==> src/rtl/fft_out_reader.sv <==
// fft_out_reader
//   Pulls one transformed frame at a time out of the fft64 frame buffer.
//   It packs the bins into 128-bit words and buffers those words in a small
//   FIFO that feeds a ready/valid writer.
//
//   Optional feature (macro FFT_RD_MAG_EN): each bin is reduced to the
//   unsigned 16-bit value |xr|+|xi|, and eight bins are packed per word.
//   When the macro is undefined, each bin is packed as {re16, im16} and four
//   bins go into each word.
//
// Parameters
//   FRAME_LEN : complex bins per frame (power of two, 8..256)
//   DEPTH     : output FIFO depth in 128-bit words (>= 2)
//
// Ports
//   CLK          in   clock, rising edge
//   RST          in   asynchronous active-low reset
//   full         in   fft64 holds a complete frame (looked at only in IDLE)
//   valid_o      in   fft64 sample on xr/xi is valid (one cycle after rd_en)
//   xr, xi       in   signed 11-bit real / imaginary parts of the bin
//   rd_en        out  request one bin from fft64
//   writer_data  out  FIFO head word (zero while the FIFO is empty)
//   writer_valid out  FIFO non-empty
//   writer_ready in   downstream accepts the head word
//   frame_done   out  pulse when the last word of a frame is pushed
//   err          out  sticky protocol error
//   state        out  FSM state code (IDLE=0, READ=1, DRAIN=2)
module fft_out_reader #(
  parameter int FRAME_LEN = 64,
  parameter int DEPTH     = 4
) (
  input  logic         CLK,
  input  logic         RST,
  input  logic         full,
  input  logic         valid_o,
  input  logic [10:0]  xr,
  input  logic [10:0]  xi,
  output logic         rd_en,
  output logic [127:0] writer_data,
  output logic         writer_valid,
  input  logic         writer_ready,
  output logic         frame_done,
  output logic         err,
  output logic [1:0]   state
);

`ifdef FFT_RD_MAG_EN
  localparam int BPW = 8;
`else
  localparam int BPW = 4;
`endif
  localparam int LW    = 128 / BPW;
  localparam int LANEW = $clog2(BPW);
  localparam int CW    = $clog2(FRAME_LEN + 1);
  localparam int PW    = $clog2(DEPTH);
  localparam int OW    = $clog2(DEPTH + 1);

  typedef enum logic [1:0] {
    S_IDLE  = 2'd0,
    S_READ  = 2'd1,
    S_DRAIN = 2'd2
  } state_t;

  state_t            state_q, state_d;
  logic [CW-1:0]     req_cnt_q, req_cnt_d;
  logic              pend_q;
  logic [LANEW-1:0]  lane_q, lane_d;
  logic [127:0]      word_q, word_d;
  logic [PW-1:0]     wr_ptr_q, wr_ptr_d, rd_ptr_q, rd_ptr_d;
  logic [OW-1:0]     occ_q, occ_d;
  logic              err_q, err_d;
  logic [127:0]      mem_q [DEPTH];

  logic [LW-1:0]     bin_val;
  logic [127:0]      word_fill;
  logic              accept, spurious, push, push_ok, pop, fifo_full;

`ifdef FFT_RD_MAG_EN
  logic [11:0] abs_r, abs_i;
  always_comb begin
    // Negating the 12-bit sign-extended value also covers -1024.
    abs_r   = xr[10] ? (12'd0 - {1'b1, xr}) : {1'b0, xr};
    abs_i   = xi[10] ? (12'd0 - {1'b1, xi}) : {1'b0, xi};
    bin_val = {4'd0, abs_r} + {4'd0, abs_i};
  end
`else
  assign bin_val = {{5{xr[10]}}, xr, {5{xi[10]}}, xi};
`endif

  // A sample counts only if it answers a request made in the previous cycle.
  assign accept   = valid_o & pend_q;
  assign spurious = valid_o & ~pend_q;
  assign push     = accept & (lane_q == LANEW'(BPW - 1));

  // The partial word with the incoming bin merged into its lane. This is
  // the value pushed when the word completes in the same cycle.
  for (genvar gi = 0; gi < BPW; gi++) begin : g_lane
    assign word_fill[gi*LW +: LW] = (lane_q == LANEW'(gi)) ? bin_val
                                                          : word_q[gi*LW +: LW];
  end

  assign writer_valid = (occ_q != '0);
  assign writer_data  = writer_valid ? mem_q[rd_ptr_q] : '0;
  assign pop          = writer_valid & writer_ready;
  assign fifo_full    = (occ_q == OW'(DEPTH));
  // A simultaneous pop frees the slot being written, so a push is still legal.
  assign push_ok      = push & (~fifo_full | pop);
  assign err          = err_q;
  assign state        = state_q;

  always_comb begin
    state_d    = state_q;
    req_cnt_d  = req_cnt_q;
    rd_en      = 1'b0;
    frame_done = 1'b0;
    lane_d     = lane_q;
    word_d     = word_q;
    wr_ptr_d   = wr_ptr_q;
    rd_ptr_d   = rd_ptr_q;
    occ_d      = occ_q;
    err_d      = err_q | spurious | (push & fifo_full & ~pop);

    case (state_q)
      S_IDLE: begin
        req_cnt_d = '0;
        if (full) state_d = S_READ;
      end
      S_READ: begin
        // One slot is held back for the word that may complete while a
        // request is still in flight.
        if ((occ_q < OW'(DEPTH - 1)) && (req_cnt_q < CW'(FRAME_LEN))) begin
          rd_en     = 1'b1;
          req_cnt_d = req_cnt_q + CW'(1);
          if (req_cnt_q == CW'(FRAME_LEN - 1)) state_d = S_DRAIN;
        end
      end
      S_DRAIN: begin
        // The only sample arriving here is the frame's last bin, so any
        // push in DRAIN is the final word.
        if (push) begin
          frame_done = 1'b1;
          state_d    = S_IDLE;
        end
      end
      default: state_d = S_IDLE;
    endcase

    if (accept) begin
      lane_d = lane_q + LANEW'(1);
      word_d = push ? '0 : word_fill;
    end

    if (push_ok) wr_ptr_d = (wr_ptr_q == PW'(DEPTH - 1)) ? '0 : wr_ptr_q + PW'(1);
    if (pop)     rd_ptr_d = (rd_ptr_q == PW'(DEPTH - 1)) ? '0 : rd_ptr_q + PW'(1);
    case ({push_ok, pop})
      2'b10:   occ_d = occ_q + OW'(1);
      2'b01:   occ_d = occ_q - OW'(1);
      default: occ_d = occ_q;
    endcase
  end

  always_ff @(posedge CLK or negedge RST) begin
    if (!RST) begin
      state_q   <= S_IDLE;
      req_cnt_q <= '0;
      pend_q    <= 1'b0;
      lane_q    <= '0;
      word_q    <= '0;
      wr_ptr_q  <= '0;
      rd_ptr_q  <= '0;
      occ_q     <= '0;
      err_q     <= 1'b0;
    end else begin
      state_q   <= state_d;
      req_cnt_q <= req_cnt_d;
      pend_q    <= rd_en;
      lane_q    <= lane_d;
      word_q    <= word_d;
      wr_ptr_q  <= wr_ptr_d;
      rd_ptr_q  <= rd_ptr_d;
      occ_q     <= occ_d;
      err_q     <= err_d;
    end
  end

  // Storage needs no reset: occupancy alone decides what is visible.
  always_ff @(posedge CLK) begin
    if (push_ok) mem_q[wr_ptr_q] <= word_fill;
  end

endmodule

==> config.mk <==
export PLATFORM = sky130hd
export DESIGN_NAME = fft_out_reader
export DESIGN_NICKNAME = d
export VERILOG_FILES = /design/src/rtl/fft_out_reader.sv
export SDC_FILE = /design/constraint.sdc
export NUM_CORES = 1
export LEC_CHECK = 0
export CORE_MARGIN = 2
export CORE_UTILIZATION = 64
export DETAILED_ROUTE_END_ITERATION = 7
export MAX_ROUTING_LAYER = met4
export PLACE_DENSITY = 0.85
export SKIP_LAST_GASP = 1
export SYNTH_ARGS = -nofsm -noshare
export SYNTH_HDL_FRONTEND = slang
export SYNTH_SLANG_ARGS = --single-unit
==> constraint.sdc <==
create_clock -name CLK -period 8.8 [get_ports CLK]
set_input_delay 0.88 -clock CLK [delete_from_list [all_inputs] [get_ports CLK]]
set_output_delay 0.88 -clock CLK [all_outputs]
set_load 0.05 [all_outputs]
==> out/metrics.csv, run 1 <==
metric,value,unit
CP Launch Type,flip-flop,
die height,207,um
"Data required, critical path",7.92,ns
Die ar.,42700,um2
count of cell types in the netlist,39,
PwrDens,304,nW/um2
gr usage total,28.7,%
Post-CTS Hold Buffers,0,
area delta synth->final,15.0,%
first-pass GRT wire length,86600,um
Cell Int Power,5.97,mW
final net count,1598,
"Setup violations, final",0,
minimum clock period,5.05,ns
"CTS clk-pin slew, worst paths",0.06,ns
Achievable Freq,0.198,GHz
number of synthesized flops with an enable pin,512,
Worst EP arrival,4.17,ns
Synth top area share,58.5,%
Clock Sinks,660,
CTS Buffer Depth,3,
Sequential Power Share,37.9,%
HPWL after DPL,30200,um
Cells after Synth,1413,
initial antenna violation count,1,
"top cells by area, synth","edfxtp_1, dfrtp_1, mux4_2, and2_1, mux2_2",
wire per inst,26.8,um
FF+latch area,19100,um2
Hold/Removal Path Class,in2async,
"Slew Viols, Final",0,
met3 usage,3.70,%
post-synthesis sequential area ratio,72.6,%
"Primary FF master, synth",edfxtp_1,
vias in the first global route,14600,
CTS tree,built,
max-cap violations,0,
TritonRoute pass-1 iters,5,
leakage power total,9.62,nW
clock power share,28.9,%
starting density of the core,64.7,%
initial drt markers,1263,
share of cells above drive strength 1,20.4,%
routability congestion estimate,0.735,
multi-input logic area,6550,um2
"Hold Vio Cnt, Final",0,
Fill cells,2181,
Cell Rows,74,
cell area after synthesis,26300,um2
combinational cell fraction of total power,33.2,%
DRC Markers,0,
met2 GRT Util,46.4,%
Worst Max-Slew Pin Slew,1.15,ns
status,"finished, final reports clean",
total core area,40600,um2
DRT antenna net count,0,
Crit Path Category,reg2out,
final wirelength,57400,um
clk root buf,clkbuf_16,
setup TNS,0,ns
Post CTS Setup Buffer Count,0,
"critical path fanouts, max",66,
"FF+latch count, synth",660,
peak supply drop,0.220,mV
Clock Skew,0.0108,ns
number of port buffers,160,
Boundary Pins,161,
cts repair resizes,0,
Final Cycle Share,57.4,%
Top Usage Layer GRT,met2,
CTS buffer count,60,
total number of vias,13800,
fin util,74.4,%
RSZ-0062 raised after global routing,no,
via/cell ratio,6.45,
total global routing overflow,0,
Synth area leader,edfxtp_1,
Switching Fraction,35.1,%
Worst Setup End Kind,output pin,
GRT met1 Usage,37.3,%
slew margin rel.,23.4,%
synthesis warning total,0,
syn nets,1451,
Switch Pwr,3.22,mW
largest net degree at the start of global routing,85,
htree depth,2,
Async SR Flop Fraction,22.4,%
syn_area_per_cell,18.6,um2
Die X,207,um
worst skew pair latency,0.61,ns
## layer usage
metal / routed length, um / share of wire (%) / vias up
li1: - / - / 5770
met1: 22000 / 38 / 7242
met2: 29300 / 51 / 670
met3: 3920 / 6.8 / 143
met4: 2130 / 3.7 / 0
met5: 0 / 0 / -
## power groups by stage
stage | Combinational, mW | Clock, mW | Sequential [mW]
3_3_place_gp | 3.06 | 0 | 3.55
3_5_place_dp | 3.07 | 0 | 3.55
4_1_cts | 3.09 | 2.67 | 3.48
2_1_floorplan | 2.27 | 0 | 3.41
6_report | 3.05 | 2.66 | 3.48
5_1_grt | 3.19 | 2.80 | 3.49
## flip-flops by register name (all words and copies together), names as in the netlist
register   count
rd_ptr_q       2
req_cnt_q      7
err            1
word_q       128
wr_ptr_q       2
lane_q         2
state          2
mem_q        512
occ_q          3
pend_q         1
## layout by cell type, fill, tap and decap left out, types with 3 or more instances in the layout
cell type	count
nand2_1	22
clkbuf_8	5
edfxtp_1	512
and2_1	160
clkbuf_1	14
mux4_2	128
clkinv_1	10
dfrtp_1	146
mux2_2	83
inv_1	55
nand3_1	5
bufinv_16	8
buf_4	14
a21boi_0	3
a22o_1	97
and2_4	4
ha_2	4
clkbuf_16	61
clkinv_2	8
clkdlybuf4s50_1	159
a21o_1	4
a21oi_1	3
or3_1	4
ha_1	6
nor2_1	5
clkinvlp_4	4
o21ai_0	57
## critical path, stage by stage (launching register included)
cell	delay, ns
dfrtp_4	1.13
buf_4	0.91
mux4_2	0.39
and2_1	0.19
clkdlybuf4s50_1	0.83
## stage by stage
stage	area (um2)	worst slack (ns)	cells	hold slack [ns]	total power [mW]
2_1_floorplan	26300	3.82	1413	0.449	5.68
3_3_place_gp	28200	4.33	2030	0.444	6.60
3_5_place_dp	28200	4.29	2030	0.454	6.62
4_1_cts	30200	3.69	2141	0.387	9.25
5_1_grt	30200	3.53	2142	0.436	9.48
6_report	30200	3.75	2142	0.339	9.19
## worst paths after layout
path / endpoint / slack (ns) / startpoint / depth (start not counted)
max: writer_data[89] / 3.75 / rd_ptr_q[1] / 4
min: req_cnt_q[5] / 0.34 / RST / 1
max reg2reg: mem_q[0][15] / 4.66 / lane_q[0] / 6
min reg2reg: err / 0.48 / err / 1
max in group asynchronous: rd_ptr_q[0] / 6.85 / RST / 2
min in group CLK: err / 0.48 / err / 1
## cell usage after synthesis (all sizes together), types with 4 or more instances
master and instances:
a21o 4, a22o 97, and2 164, buf 46, clkbuf 43, dfrtp 148, edfxtp 512, ha 10
inv 55, mux2 83, mux4 128, nand2 23, nand3 6, nor2 6, o21ai 57, or3 5
## area by class of cell
| type | count | area share [%] |
|---|---|---|
| flip-flops and latches | 660 | 63.1 |
| multi-input cells | 609 | 21.7 |
| repair buffers | 174 | 5.65 |
| clock buffers | 80 | 5.45 |
| well taps | 532 | 2.20 |
| clock inverters | 31 | 1.18 |
| inverters | 55 | 0.683 |
| diodes | 1 | 0.00828 |
## kinds of logic (layout without fill, tap and decap cells)
family / after synthesis / after routing / share of synthesized area (%)
flops: 660 / 660 / 72.6
compound gates: 171 / 171 / 4.80
simple gates: 213 / 213 / 4.79
buf+inv: 144 / 340 / 2.63
other cells: 0 / 1 / 0
xor+xnor: 3 / 3 / 0.100
fa+ha+maj: 11 / 11 / 0.552
mux: 211 / 211 / 14.5
Note: power is estimated with default switching activity, not from simulation.
==> run 2: changes to the inputs <==
CORE_UTILIZATION = 59   (was 64)
PLACE_DENSITY = 0.79   (was 0.85)
clock period = 5 ns   (was 8.8 ns; I/O delays follow)
==> run 2 against run 1 <==
Effect of this change: worst setup slack lost 2.7 ns; routed wire length fell by 2.6%; clock power increased by 86%; via count fell by 1.9%; cell area up 1.3%; critical path type unchanged; critical endpoint is now writer_data[5]; largest cell class unchanged.
==> out/metrics.csv, run 2 (synthesized netlist as in run 1, its figures left out) <==
metric,value,unit,change
combinational cell fraction of total power,33.2,%,about the same
DRT antenna net count,0,,unchanged
"Setup violations, final",0,,unchanged
overall power,16.5,mW,+79%
total global routing overflow,0,,unchanged
"commonest non-fill, non-tap cell in the layout",edfxtp_1,,
vias in the first global route,14200,,-2.2%
leakage power total,9.78,nW,+1.7%
Sequential Power Share,36.8,%,-1.1 points
delay of the slowest critical-path stage,0.88,ns,-0.25 ns
Worst Max-Slew Pin Slew,1.06,ns,-0.0926 ns
"CTS clk-pin slew, worst paths",0.06,ns,about the same
peak supply drop,0.614,mV,+180%
minimum clock period,3.93,ns,
Worst Setup End Kind,output pin,,
routability congestion estimate,0.754,,+2.6%
first-pass GRT wire length,85700,um,-1.0%
CTS buffer count,66,,+10%
CP Launch Type,flip-flop,,
starting density of the core,59.6,%,-5.1 points
biggest regs,"mem_q (512), word_q (128), req_cnt_q (7)",,
Post CTS Setup Buffer Count,0,,unchanged
most frequent cells in the layout,"edfxtp_1, and2_1, clkdlybuf4s50_1",,
total core area,44100,um2,+8.6%
Buf/Inv on CP,2,,unchanged
share of cells above drive strength 1,21.2,%,+0.79 points
initial antenna violation count,1,,unchanged
"delay-heaviest family, CP",buffers and inverters,,
final wirelength,55900,um,-2.6%
via/cell ratio,6.10,,-5.4%
Switch Pwr,5.76,mW,+79%
worst reg2reg setup slack,2.19,ns,-2.47 ns
Clock Sinks,660,,unchanged
TritonRoute pass-1 iters,5,,unchanged
Die ar.,46200,um2,+8.3%
clk root buf,clkbuf_16,,
multi-input logic area,6550,um2,unchanged
CTS tree,built,,
gr usage total,25.5,%,-3.2 points
Final Cycle Share,78.7,%,
cts repair resizes,0,,unchanged
die height,215,um,+4.1%
htree depth,3,,+1
number of port buffers,160,,unchanged
DRC Markers,0,,unchanged
CP max-delay cell,or3_4,,
total number of vias,13600,,-1.9%
Hold/Removal Path Class,reg2reg,,
Worst EP arrival,3.43,ns,-0.74 ns
crit-path cells,"or3_4, buf_4, and2_1, clkdlybuf4s50_1",,
"Hold Vio Cnt, Final",0,,unchanged
setup TNS,0,ns,unchanged
CTS Buffer Depth,3,,unchanged
Cell Rows,77,,+4.1%
RSZ-0062 raised after global routing,no,,
status,"finished, final reports clean",,
"critical path fanouts, max",96,,+45%
FF+latch area,19100,um2,unchanged
Clock Skew,0.0293,ns,+0.0185 ns
Biggest register,mem_q,,
clock power share,29.9,%,+1.0 points
Die X,215,um,+4.1%
worst skew pair latency,0.59,ns,-0.02 ns
max reg flops,512,,unchanged
"Slew Viols, Final",0,,unchanged
wire per inst,25.2,um,-6.0%
# diodes,0,,-1
largest net degree at the start of global routing,97,,+14%
Switching Fraction,35.0,%,-0.12 points
"Data required, critical path",4.50,ns,-3.42 ns
Achievable Freq,0.254,GHz,
final net count,1613,,+0.94%
Post-CTS Hold Buffers,1,,+1
Boundary Pins,161,,unchanged
Cell Int Power,10.7,mW,+80%
PwrDens,538,nW/um2,+77%
HPWL after DPL,31300,um,+3.7%
area delta synth->final,16.5,%,
max-cap violations,0,,unchanged
slew margin rel.,29.6,%,+6.2 points
initial drt markers,1186,,-6.1%
Crit Path Category,reg2out,,
Fill cells,2818,,+29%
[run 2: cell count changes in the layout (fill, tap and decap cells not counted), moves of 2 or more]
cell        delta
clkbuf_8       -3
clkinv_4       +2
buf_12         +8
inv_6          +6
clkbuf_1       +3
clkinvlp_4     -3
clkbuf_16      +5
[run 2: per-layer routing]
metal / track usage, % / wire length (um) / vias up
met4: 9.10 / 1640 / 0
li1: - / - / 5820
met1: 33.4 / 22500 / 7163
met5: - / 0 / -
met2: 41.1 / 28400 / 486
met3: 4.12 / 3370 / 90
[run 2: final timing paths]
path	from	endpoint	cells past startpoint
max reg2reg	occ_q[0]	occ_q[2]	6
min in group asynchronous	RST	word_q[82]	2
max	occ_q[0]	writer_data[5]	4
max in group asynchronous	RST	rd_ptr_q[1]	3
min reg2reg	word_q[117]	word_q[117]	1
min	word_q[117]	word_q[117]	1
[run 2: layout make-up]
class	count	area share, %
multi-input combinational	609	21.4
clock buffer	85	5.69
tap	592	2.42
inverter	55	0.674
clock inverter	37	1.38
sequential	660	62.3
timing repair buffer	183	6.13
[run 2: worst register-to-register path: cells and delay by family, from the launching register on]
| kind | cells | cell delay, ns |
|---|---|---|
| and+or+nand+nor | 4 | 1.54 |
| DFF | 1 | 0.50 |
| adders and majority gates | 1 | 0.47 |
| AOI/OAI and AO/OA | 1 | 0.19 |
[run 2: through the flow]
| stage | instances | setup WS, ns | area [um2] | utilization, % | hold WS [ns] |
|---|---|---|---|---|---|
| 4_1_cts | 2221 | 0.997 | 30600 | 69.4 | 0.485 |
| 5_1_grt | 2221 | 0.839 | 30600 | 69.4 | 0.492 |
| 3_3_place_gp | 2098 | 1.66 | 28500 | 64.5 | 0.456 |
| 2_1_floorplan | 1413 | 0.329 | 26300 | - | 0.204 |
| 6_report | 2221 | 1.07 | 30600 | 69.4 | 0.482 |
| 3_5_place_dp | 2098 | 1.62 | 28500 | 64.5 | 0.452 |
[run 2: power groups by stage]
stage | registers [mW] | clock network, mW | logic, mW
after floorplan | 6.01 | 0 | 3.99
after global placement | 6.19 | 0 | 5.50
after detailed placement | 6.20 | 0 | 5.52
after CTS | 6.08 | 5.01 | 5.55
after global routing | 6.09 | 5.22 | 5.70
final | 6.07 | 4.94 | 5.48
